$ cat src/rtl/serial_adder_if.sv
`default_nettype none
// ============================================================================
// Module   : serial_adder_if
// Brief    : Operand/result bus and Start/Busy/Done handshake for serial_adder
// Revision : 1.0 - initial release
// ============================================================================
interface serial_adder_if #(
    parameter int WIDTH = 4
);
    logic             Start;
    logic [WIDTH-1:0] A;
    logic [WIDTH-1:0] B;
    logic             Cin;
    logic             Busy;
    logic             Done;
    logic [WIDTH-1:0] Sum;
    logic             Cout;

    modport master (
        output Start, A, B, Cin,
        input  Busy, Done, Sum, Cout
    );

    modport slave (
        input  Start, A, B, Cin,
        output Busy, Done, Sum, Cout
    );
endinterface
`default_nettype wire

$ cat src/rtl/serial_adder.sv
`default_nettype none
// ============================================================================
// Module   : serial_adder
// Brief    : Bit-serial WIDTH-bit adder, one full-adder cell reused over WIDTH
//            cycles with a registered carry between bit positions.
// Revision : 1.0 - initial release
// ============================================================================
module serial_adder #(
    parameter int WIDTH = 4
) (
    input  wire logic        clk,
    input  wire logic        rst,
    serial_adder_if.slave    bus
);
    localparam int CW = $clog2(WIDTH);
    localparam logic [CW-1:0] C_LAST = CW'(WIDTH - 1);

    typedef enum logic [1:0] {
        S_IDLE = 2'd0,
        S_RUN  = 2'd1,
        S_DONE = 2'd2
    } state_t;

    state_t           r_state_q, w_state_d;
    logic [WIDTH-1:0] r_a_q,     w_a_d;
    logic [WIDTH-1:0] r_b_q,     w_b_d;
    logic [WIDTH-1:0] r_res_q,   w_res_d;
    logic             r_carry_q, w_carry_d;
    logic [CW-1:0]    r_cnt_q,   w_cnt_d;
    logic [WIDTH-1:0] r_sum_q,   w_sum_d;
    logic             r_cout_q,  w_cout_d;

    // Full-adder cell: two half adders, carries merged by an OR
    logic w_h1_s, w_h1_c, w_fa_s, w_h2_c, w_fa_c;
    assign w_h1_s = r_a_q[0] ^ r_b_q[0];
    assign w_h1_c = r_a_q[0] & r_b_q[0];
    assign w_fa_s = w_h1_s ^ r_carry_q;
    assign w_h2_c = w_h1_s & r_carry_q;
    assign w_fa_c = w_h1_c | w_h2_c;

    always_comb begin
        w_state_d = r_state_q;
        w_a_d     = r_a_q;
        w_b_d     = r_b_q;
        w_res_d   = r_res_q;
        w_carry_d = r_carry_q;
        w_cnt_d   = r_cnt_q;
        w_sum_d   = r_sum_q;
        w_cout_d  = r_cout_q;

        case (r_state_q)
            S_IDLE, S_DONE: begin
                if (bus.Start) begin
                    w_a_d     = bus.A;
                    w_b_d     = bus.B;
                    w_carry_d = bus.Cin;
                    w_res_d   = '0;
                    w_cnt_d   = '0;
                    w_state_d = S_RUN;
                end else begin
                    w_state_d = S_IDLE;
                end
            end
            S_RUN: begin
                w_a_d     = r_a_q >> 1;
                w_b_d     = r_b_q >> 1;
                w_res_d   = {w_fa_s, r_res_q[WIDTH-1:1]};
                w_carry_d = w_fa_c;
                if (r_cnt_q == C_LAST) begin
                    // Final bit: publish the full result including this bit
                    w_cnt_d   = '0;
                    w_sum_d   = w_res_d;
                    w_cout_d  = w_fa_c;
                    w_state_d = S_DONE;
                end else begin
                    w_cnt_d = r_cnt_q + 1'b1;
                end
            end
            default: w_state_d = S_IDLE;
        endcase
    end

    always_ff @(posedge clk) begin
        if (rst) begin
            r_state_q <= S_IDLE;
            r_a_q     <= '0;
            r_b_q     <= '0;
            r_res_q   <= '0;
            r_carry_q <= 1'b0;
            r_cnt_q   <= '0;
            r_sum_q   <= '0;
            r_cout_q  <= 1'b0;
        end else begin
            r_state_q <= w_state_d;
            r_a_q     <= w_a_d;
            r_b_q     <= w_b_d;
            r_res_q   <= w_res_d;
            r_carry_q <= w_carry_d;
            r_cnt_q   <= w_cnt_d;
            r_sum_q   <= w_sum_d;
            r_cout_q  <= w_cout_d;
        end
    end

    assign bus.Busy = (r_state_q == S_RUN);
    assign bus.Done = (r_state_q == S_DONE);
    assign bus.Sum  = r_sum_q;
    assign bus.Cout = r_cout_q;
endmodule
`default_nettype wire
$ cat src/flat_wrapper.sv
// flat-port wrapper written by rule: the top's interface ports become plain ports
module serial_adder_flat 
#(
    parameter int WIDTH = 4
)
  (clk, rst, bus_Start, bus_A, bus_B, bus_Cin, bus_Busy, bus_Done, bus_Sum, bus_Cout);
  serial_adder_if #(.WIDTH(WIDTH)) bus_i ();
  input  wire logic clk;
  input  wire logic rst;
  input wire logic [$bits(bus_i.Start)-1:0] bus_Start;
  input wire logic [$bits(bus_i.A)-1:0] bus_A;
  input wire logic [$bits(bus_i.B)-1:0] bus_B;
  input wire logic [$bits(bus_i.Cin)-1:0] bus_Cin;
  output wire logic [$bits(bus_i.Busy)-1:0] bus_Busy;
  output wire logic [$bits(bus_i.Done)-1:0] bus_Done;
  output wire logic [$bits(bus_i.Sum)-1:0] bus_Sum;
  output wire logic [$bits(bus_i.Cout)-1:0] bus_Cout;
  assign bus_i.Start = bus_Start;
  assign bus_i.A = bus_A;
  assign bus_i.B = bus_B;
  assign bus_i.Cin = bus_Cin;
  assign bus_Busy = bus_i.Busy;
  assign bus_Done = bus_i.Done;
  assign bus_Sum = bus_i.Sum;
  assign bus_Cout = bus_i.Cout;
  serial_adder #(.WIDTH(WIDTH)) u_core (.clk(clk), .rst(rst), .bus(bus_i));
endmodule
$ cat config.mk
export PLATFORM = sky130hd
export DESIGN_NAME = serial_adder_flat
export DESIGN_NICKNAME = d
export VERILOG_FILES = /design/src/rtl/serial_adder_if.sv /design/src/rtl/serial_adder.sv /design/src/flat_wrapper.sv
export SDC_FILE = /design/constraint.sdc
export NUM_CORES = 1
export LEC_CHECK = 0
export ABC_AREA = 1
export BUFFER_PORTS_ARGS = -buffer_cell sky130_fd_sc_hd__buf_2
export CORE_MARGIN = 5
export CORE_UTILIZATION = 58
export DETAILED_ROUTE_END_ITERATION = 8
export PLACE_DENSITY = 0.79
export REMOVE_ABC_BUFFERS = 1
export SYNTH_ARGS = -nofsm -noshare
export SYNTH_HDL_FRONTEND = slang
export SYNTH_SLANG_ARGS = --single-unit
$ cat constraint.sdc
create_clock -name clk -period 3.3 [get_ports clk]
set_clock_uncertainty 0.15 [all_clocks]
set_input_delay 0.495 -clock clk [delete_from_list [all_inputs] [get_ports clk]]
set_output_delay 0.495 -clock clk [all_outputs]
set_load 0.01 [all_outputs]
==> impl_metrics.toml, run 1 <==
[logic_synthesis]
yosys_warnings = 0
synth_edf_count = 0
async_flop_share_pct = 0
synth_seq_cells = 21
yosys.cell_types.count = 20
synth_ff_type = "dfxtp_1"
ys_seq_area_share_pct = 38.4
synth_area_um2 = 1090
syn_area_per_cell_um2 = 8.04
synthCells = 136

[placed_design]
place.gp.congestion = 0.799
post-dp-hpwl_um = 1410
io_buffers = 18

[critical_path]
cp_cell_sequence = "inv_4 > nor2_8 > buf_2"
path_buf_inv = 2
endpoint_kind = "output port"
crit_slowest_cell = "dfxtp_1"
crit_path_start = "u_core.r_state_q[0]"
slowest_delay_ps = 670
path_delay_family = "flip-flops"
criticalPathCategory = "register to output port"
crit_end = "bus_Busy"
cp.arrival_ps = 1460
required_ps = 2650
rrSetupSlack_ps = 1570
worst_setup_path_start_kind = "register"
worstReg2RegEnd = "u_core.r_state_q[0]"
r2r_cells = 4
crit_path_max_fanout = 17
cp_num_cells = 3
r2r-start = "u_core.r_state_q[0]"

[layout]
area_growth_pct = 6.64
fin_nets = 166
final_util_pct = 66.1
antenna-diode-count = 0
drive_gt1_share_pct = 27.2

[power_and_ir_drop]
static-leakage-power_nw = 0.548
p_comb_share_pct = 17.7
clock_power_share_pct = 25.0
netSwitchingFraction_pct = 28.9
switchingPower_mw = 0.141
p_per_area_nw_per_um2 = 420
intPower_mw = 0.348
irDropWorstVdd_uv = 281
p_seq_share_pct = 57.3
power_mw = 0.489

[clock_tree]
cts_setup_buffers = 0
holdBufCountCts = 0
cts_resized = 0
cts_tree = "yes"
cts_made_buffers = 3
htree_levels = 1
clk_pin_slew_ps = 110
cts.sinks = 21
cts_buffer_depth = 2
cts_root_buffer = "clkbuf_4"
insertion_delay_ps = 300

[sta]
rsz0062_at_grt = "no"
setup_viol = 0
hold_violations = 0
period_share_pct = 63.9
fin_crit_ps = 2110
worstMarginPinSlew_ps = 520
fmaxAchievable_ghz = 0.475
final.setup.tns_ps = 0
maxSlewViolCount = 0
slew_headroom_pct = 65.3

[detailed_routing]
drc = 0
via_count = 867
antenna_left = 0
initialDrtViolationCount = 14
totalWireLength_um = 1940
first_pass_iters = 4
viasPerCell = 4.93
avgRoutedWirePerCell_um = 11.0

[grt]
grt-ovfl-total = 0
grt_use_total_pct = 16.0
antenna_found_initial = 0
grt_pass1_vias = 786
grt_max_degree = 23
grt_pass1_wl_um = 3350

[floorplanning]
die_w_um = 53.4
start_util_pct = 62.0
core_um2 = 1760
rows = 15
boundaryPins = 19
fp.dieH_um = 53.4
die-area_um2 = 2850

[worst_hold_path]
hold_class = "input port to register"

[job]
maxCapViolations = 0

[run_status]
status = "completed"
==> registers in the layout, indices dropped and copies added, names as in the netlist <==
| register | cells |
|---|---|
| u_core.r_b_q | 4 |
| u_core.r_state_q | 2 |
| u_core.r_a_q | 4 |
| u_core.r_carry_q | 1 |
| u_core.r_res_q | 3 |
| u_core.bus.Sum | 4 |
| u_core.bus.Cout | 1 |
| u_core.r_cnt_q | 2 |
==> cell type report <==
class,instances,area [µm²]
sequential,21,420
tap,25,31.3
clock buffer,3,22.5
clock inverter,1,5.00
fill,178,598
multi-input combinational,89,520
timing repair buffer,18,90.1
inverter,19,76.3
==> stage by stage <==
stage	instances	cell area, µm²	hold WS, ps	worst slack [ps]
final	176	1170	272	1190
after global routing	176	1170	280	1100
after CTS	176	1170	260	1180
after detailed placement	172	1140	308	1540
after global placement	172	1140	299	1560
after floorplan	129	1020	298	1770
==> worst min-delay path by stage <==
stage	slack, ps	from	end	depth (start not counted)
final	270	bus_A[2]	u_core.r_a_q[2]	3
after global routing	280	bus_B[0]	u_core.r_b_q[0]	3
after CTS	260	bus_B[1]	u_core.r_b_q[1]	3
after detailed placement	310	u_core.bus.Cout	u_core.bus.Cout	2
after global placement	300	u_core.bus.Cout	u_core.bus.Cout	2
after floorplan	300	u_core.r_a_q[3]	u_core.r_a_q[3]	2
==> Yosys cell counts (2+ instances only) <==
library cell	n	area share [%]
a21oi_1	2	0.92
a21oi_2	7	5.6
buf_4	3	2.1
buf_6	3	3.1
dfxtp_1	21	38
inv_1	17	5.8
inv_4	2	1.1
nand2_1	30	10
nand3_1	17	7.8
nand3_2	7	6.4
nand3b_1	3	2.1
nor2_1	10	3.4
nor3_1	7	3.2
==> placed cells by master, fill, tap and decap left out, types with 2 or more instances in the layout <==
cell type / instances
nand2_1: 30
nand3_1: 17
dfxtp_1: 21
buf_2: 18
inv_4: 2
nor2_1: 10
inv_1: 17
a21oi_1: 2
a21oi_2: 7
nand3b_1: 3
clkbuf_4: 3
nand3_2: 7
nor3_1: 7
==> metal layers <==
metal / vias up / wire length (µm) / GRT usage, %
li1: 458 / - / -
met1: 393 / 919 / 20.4
met2: 14 / 915 / 25.7
met3: 2 / 85 / 2.54
met4: 0 / 17 / 7.66
met5: - / 0 / 0
==> cells by family after synthesis <==
family                     after synthesis  share of synthesized area (%)
DFF                                     21                           38.4
adders and majority gates                2                           2.97
AOI/OAI and AO/OA                       10                           7.21
and+or+nand+nor                         77                           37.4
buffers and inverters                   26                           14.0
==> worst reg2reg max path, cell delays in order (launching register included) <==
cell     delay, ps
dfxtp_1        670
inv_4          100
nand2_2        370
inv_1          150
o21a_1         200
==> power groups by stage <==
| stage | clock [mW] | sequential, mW | combinational, mW |
|---|---|---|---|
| after floorplan | 0 | 0.284 | 0.0649 |
| after global placement | 0 | 0.286 | 0.0852 |
| after detailed placement | 0 | 0.287 | 0.0866 |
| after CTS | 0.128 | 0.281 | 0.0875 |
| after global routing | 0.136 | 0.283 | 0.100 |
| final | 0.122 | 0.281 | 0.0864 |
Power figures use the tool's default switching activity.
==> run 2, diff against run 1 <==
--- a/config.mk
+++ b/config.mk
@@ -8,9 +8,9 @@
 export ABC_AREA = 1
 export BUFFER_PORTS_ARGS = -buffer_cell sky130_fd_sc_hd__buf_2
 export CORE_MARGIN = 5
-export CORE_UTILIZATION = 58
+export CORE_UTILIZATION = 54
 export DETAILED_ROUTE_END_ITERATION = 8
-export PLACE_DENSITY = 0.79
+export PLACE_DENSITY = 0.74
 export REMOVE_ABC_BUFFERS = 1
 export SYNTH_ARGS = -nofsm -noshare
 export SYNTH_HDL_FRONTEND = slang
==> constraint.sdc (replaced) <==
create_clock -name clk -period 2.2 [get_ports clk]
set_clock_uncertainty 0.15 [all_clocks]
set_input_delay 0.33 -clock clk [delete_from_list [all_inputs] [get_ports clk]]
set_output_delay 0.33 -clock clk [all_outputs]
set_load 0.01 [all_outputs]
==> impl_metrics.toml, run 2 (synthesized netlist as in run 1, its figures left out) <==
[floorplanning]
start_util_pct = 56.3
boundaryPins = 19
rows = 16
die_w_um = 55
die-area_um2 = 3030
core_um2 = 1940
fp.dieH_um = 55

[placed_design]
placed_cells = 175
place_area_um2 = 1150
post-dp-hpwl_um = 1480
place.gp.congestion = 0.749
io_buffers = 18

[detailed_routing]
first_pass_iters = 4
initialDrtViolationCount = 8
avgRoutedWirePerCell_um = 11.3
viasPerCell = 4.84
antenna_left = 0
via_count = 867
drc = 0
totalWireLength_um = 2020

[clock_tree]
htree_levels = 1
cts.sinks = 21
cts_made_buffers = 3
cts_root_buffer = "clkbuf_4"
cts_buffer_depth = 2
insertion_delay_ps = 290
clk_pin_slew_ps = 120
cts_setup_buffers = 0
cts_tree = "yes"
cts_resized = 0
holdBufCountCts = 0

[layout]
final_cell_mix = "nand2_1, dfxtp_1, buf_2"
area_growth_pct = 7.55
final_cell_area_um2 = 1180
nFillCells = 185
antenna-diode-count = 0
fin_nets = 167
drive_gt1_share_pct = 27.6
fin_cells = 179
final_common_cell = "nand2_1"

[sta]
final.setup.tns_ps = 0
rsz0062_at_grt = "no"
period_share_pct = 73.7
slew_headroom_pct = 68.7
worstMarginPinSlew_ps = 467
fmaxAchievable_ghz = 0.617
maxSlewViolCount = 0
hold_violations = 0
setup_viol = 0
fin_crit_ps = 1620

[critical_path]
path_delay_family = "flip-flops"
cp.arrival_ps = 1140
r2r-start = "u_core.r_state_q[0]"
r2r_cells = 4
rrSetupSlack_ps = 790
worstReg2RegEnd = "u_core.r_state_q[0]"
criticalPathCategory = "register to output port"
required_ps = 1720
path_buf_inv = 1
slowest_delay_ps = 400
crit_slowest_cell = "dfxtp_1"
crit_path_max_fanout = 17
worst_setup_path_start_kind = "register"
endpoint_kind = "output port"
cp_cell_sequence = "nor2_8 > buf_2"

[grt]
grt_max_degree = 23
grt_pass1_wl_um = 3470
grt-ovfl-total = 0
grt_pass1_vias = 810
grt_use_total_pct = 15.8
antenna_found_initial = 0

[power_and_ir_drop]
p_comb_share_pct = 18.8
p_per_area_nw_per_um2 = 630
switchingPower_mw = 0.216
netSwitchingFraction_pct = 29.2
intPower_mw = 0.525
p_seq_share_pct = 56.2
static-leakage-power_nw = 0.553
irDropWorstVdd_uv = 583
clock_power_share_pct = 25.0

[job]
maxCapViolations = 0

[run_status]
status = "completed"

[worst_hold_path]
hold_end = "u_core.r_a_q[2]"
min_path_cells = 3
hold_start = "bus_A[2]"
hold_class = "input port to register"
==> run 2: cell count changes in the layout (fill, tap and decap cells not counted) <==
cell,change
buf_4,+1
==> run 2: worst max-delay path by stage <==
stage,from,to,slack [ps],cells after the start
final,u_core.r_state_q[1],bus_Busy,580,2
after global routing,u_core.r_state_q[1],bus_Done,480,3
after CTS,u_core.r_state_q[1],bus_Done,560,3
after detailed placement,bus_Start,u_core.r_state_q[0],800,4
after global placement,bus_Start,u_core.r_state_q[0],810,4
after floorplan,u_core.r_state_q[0],u_core.r_state_q[0],670,4
==> run 2: cell type report <==
cell class | instances | area, µm² | share of cell area [%]
clock buffer | 3 | 22.5 | 1.91
clock inverter | 1 | 5.00 | 0.426
inverter | 19 | 76.3 | 6.49
multi-input combinational | 89 | 520 | 44.3
sequential | 21 | 420 | 35.7
tap | 27 | 33.8 | 2.87
timing repair buffer | 19 | 97.6 | 8.30
==> run 2: power by group through the flow <==
stage                     Clock [mW]  Combinational (mW)  Sequential, mW
after CTS                      0.191               0.140           0.417
after global placement             0               0.137           0.424
after global routing           0.210               0.159           0.420
after detailed placement           0               0.139           0.426
after floorplan                    0              0.0973           0.426
final                          0.185               0.139           0.417
==> run 2: through the flow <==
step           setup WS, ps  hold WS (ps)  utilization, %  total power, mW
3_5_place_dp            798           309            59.1            0.565
5_1_grt                 479           114            60.6            0.788
3_3_place_gp            809           307            59.1            0.562
2_1_floorplan           671           242               -            0.523
4_1_cts                 558           101            60.6            0.748
6_report                579           106            60.6            0.741
==> run 2: metal layers <==
| layer | part of all wire (%) | global-route usage, % | vias up | wire length [µm] |
|---|---|---|---|---|
| li1 | - | - | 465 | - |
| met1 | 46 | 19.4 | 389 | 933 |
| met2 | 49 | 28.1 | 11 | 996 |
| met3 | 3.5 | 2.41 | 2 | 70 |
| met4 | 1.1 | 4.86 | 0 | 22 |
| met5 | 0 | 0 | - | 0 |
==> run 2: tightest hold or removal path, delay by kind of cell <==
family | cells | cell delay (ps)
buf+inv | 1 | 70
simple gates | 2 | 120
==> run 3, diff against run 2 <==
--- a/config.mk
+++ b/config.mk
@@ -5,12 +5,12 @@
 export SDC_FILE = /design/constraint.sdc
 export NUM_CORES = 1
 export LEC_CHECK = 0
-export ABC_AREA = 1
+export ABC_AREA = 0
 export BUFFER_PORTS_ARGS = -buffer_cell sky130_fd_sc_hd__buf_2
 export CORE_MARGIN = 5
-export CORE_UTILIZATION = 54
+export CORE_UTILIZATION = 47
 export DETAILED_ROUTE_END_ITERATION = 8
-export PLACE_DENSITY = 0.74
+export PLACE_DENSITY = 0.7
 export REMOVE_ABC_BUFFERS = 1
 export SYNTH_ARGS = -nofsm -noshare
 export SYNTH_HDL_FRONTEND = slang
==> constraint.sdc (replaced) <==
create_clock -name clk -period 1.32 [get_ports clk]
set_clock_uncertainty 0.15 [all_clocks]
set_input_delay 0.198 -clock clk [delete_from_list [all_inputs] [get_ports clk]]
set_output_delay 0.198 -clock clk [all_outputs]
set_load 0.01 [all_outputs]
==> impl_metrics.toml, run 3 <==
[power_and_ir_drop]
p_seq_share_pct = 56.2
switchingPower_mw = 0.329
clock_power_share_pct = 24.5
static-leakage-power_nw = 0.483
p_comb_share_pct = 19.3
netSwitchingFraction_pct = 26.6
p_per_area_nw_per_um2 = 1030
intPower_mw = 0.906
power_mw = 1.23
irDropWorstVdd_uv = 625

[layout]
fin_nets = 146
final_util_pct = 62.2
final_cell_mix = "nand2_1, buf_2, dfxtp_1"
area_growth_pct = 27.7
antenna-diode-count = 0
final_common_cell = "nand2_1"
drive_gt1_share_pct = 38.2
final_cell_area_um2 = 1190

[logic_synthesis]
syn_area_per_cell_um2 = 9.00
synthMuxAreaShare_pct = 0
synthCells = 104
netlist_top_cells_count = "nand2_1, dfxtp_1, a21oi_1, nand3_1, nor2_1"
synth_compound_gate_area_share_pct = 18.6
synth_area_um2 = 936
yosys_warnings = 0
synth_top_area_cell = "dfxtp_1"
synth_simple_gate_area_share_pct = 25.3
synth_area_leaders = "dfxtp_1, a311oi_2, nand2_1, a21oi_1, nand3_1"
synth_seq_cells = 21
async_flop_share_pct = 0
synth_edf_count = 0
ys_seq_area_share_pct = 44.9
synth_top_area_share_pct = 44.9
yosysMostFrequentCell = "nand2_1"
synth_top_family_by_area = "simple AND/OR/NAND/NOR gates"
synth_ff_type = "dfxtp_1"
yosys.cell_types.count = 23
synth_xor_area_share_pct = 0
synthAdderAreaFrac_pct = 3.48

[grt]
grt_max_degree = 22
grt_pass1_vias = 695
grt_pass1_wl_um = 2970
grt_use_total_pct = 14.1
antenna_found_initial = 0
grt-ovfl-total = 0

[placed_design]
post-dp-hpwl_um = 1210
io_buffers = 18
place.gp.congestion = 0.730
place_area_um2 = 1030

[detailed_routing]
viasPerCell = 5.06
antenna_left = 0
avgRoutedWirePerCell_um = 12.5
totalWireLength_um = 1970
drc = 0
first_pass_iters = 4
initialDrtViolationCount = 14
via_count = 799

[clock_tree]
htree_levels = 1
cts_root_buffer = "clkbuf_4"
cts_made_buffers = 3
cts.sinks = 21
cts_tree = "yes"
clk_pin_slew_ps = 110
cts_buffer_depth = 2
insertion_delay_ps = 300

[floorplanning]
core_um2 = 1920
die_w_um = 54.6
boundaryPins = 19
die-area_um2 = 2980
fp.dieH_um = 54.6
start_util_pct = 48.7
rows = 16

[sta]
period_share_pct = 102
setup_viol = 1
slew_headroom_pct = 68.6
holdWs_ps = 12.5
fin_crit_ps = 1350
maxSlewViolCount = 0
worstMarginPinSlew_ps = 471
final.setup.tns_ps = -25.9
worst_slack_ps = -25.9
rsz0062_at_grt = "yes"
fmaxAchievable_ghz = 0.743
hold_violations = 0

[run_status]
status = "finished, violations left"
violations = "setup timing"

[worst_hold_path]
hold_start = "bus_B[1]"
hold_end = "u_core.r_b_q[1]"
hold_class = "input port to register"
min_path_cells = 3

[job]
maxCapViolations = 0

[critical_path]
worstReg2RegEnd = "u_core.r_carry_q"
required_ps = 970
cp.arrival_ps = 1000
crit_path_max_fanout = 5
endpoint_kind = "output port"
rrSetupSlack_ps = 30
worst_setup_path_start_kind = "register"
criticalPathCategory = "register to output port"
r2r-start = "u_core.r_state_q[0]"
r2r_cells = 5
## run 3: area by class of cell
type	instances	area, µm²
Fill cell	183	727
Timing Repair Buffer	30	211
Inverter	1	6.26
Tap cell	27	33.8
Clock buffer	4	26.3
Sequential cell	21	429
Multi-Input combinational cell	75	488
## run 3: power by group through the flow
stage	clock network, mW	registers, mW	logic, mW
floorplan	0	0.700	0.117
global placement	0	0.704	0.182
detailed placement	0	0.705	0.187
CTS	0.323	0.691	0.206
global route	0.344	0.700	0.264
finish	0.302	0.694	0.238
## run 3: cell families (layout without fill, tap and decap cells)
group / Yosys count / after routing
and+or+nand+nor: 52 / 53
DFF: 21 / 21
AOI/OAI and AO/OA: 20 / 20
buffers and inverters: 9 / 35
adders and majority gates: 2 / 2
## run 3: repair_timing
action,4_1_cts,5_1_grt
endpoints found under the hold margin,2,0
setup buffers,2,3
pin swaps,1,10
gates cloned,0,2
hold buffers,2,0
resized for setup,6,14
endpoints found under the setup margin,2,15
## run 3: worst max-delay path: stages (launching register included)
cell     delay [ps]
dfxtp_4         390
and2b_1         180
buf_2           130
## run 3: metrics by stage
stage                     std cells  setup slack [ps]
final                           158             -25.9
after global routing            158             -74.1
after floorplan                  96              -261
after detailed placement        145              49.3
after CTS                       153             -50.5
after global placement          145              58.7
## run 3: worst max path at each step
stage	startpoint	slack, ps	depth (start not counted)	end
after floorplan	u_core.r_state_q[1]	-260	4	u_core.bus.Cout
after global placement	u_core.r_cnt_q[0]	60	4	u_core.bus.Sum[3]
after detailed placement	u_core.r_state_q[1]	50	4	u_core.r_b_q[0]
after CTS	u_core.r_state_q[0]	-50	2	bus_Done
after global routing	u_core.r_state_q[0]	-70	2	bus_Done
final	u_core.r_state_q[0]	-30	2	bus_Done
## run 3: layer usage
| metal | GRT usage [%] | part of all wire (%) | vias to the layer above |
|---|---|---|---|
| met1 | 16.5 | 44 | 367 |
| met4 | 7.47 | 1.8 | 0 |
| met2 | 23.0 | 48 | 18 |
| met3 | 4.09 | 6.2 | 4 |
| met5 | 0 | 0 | - |
| li1 | - | - | 410 |
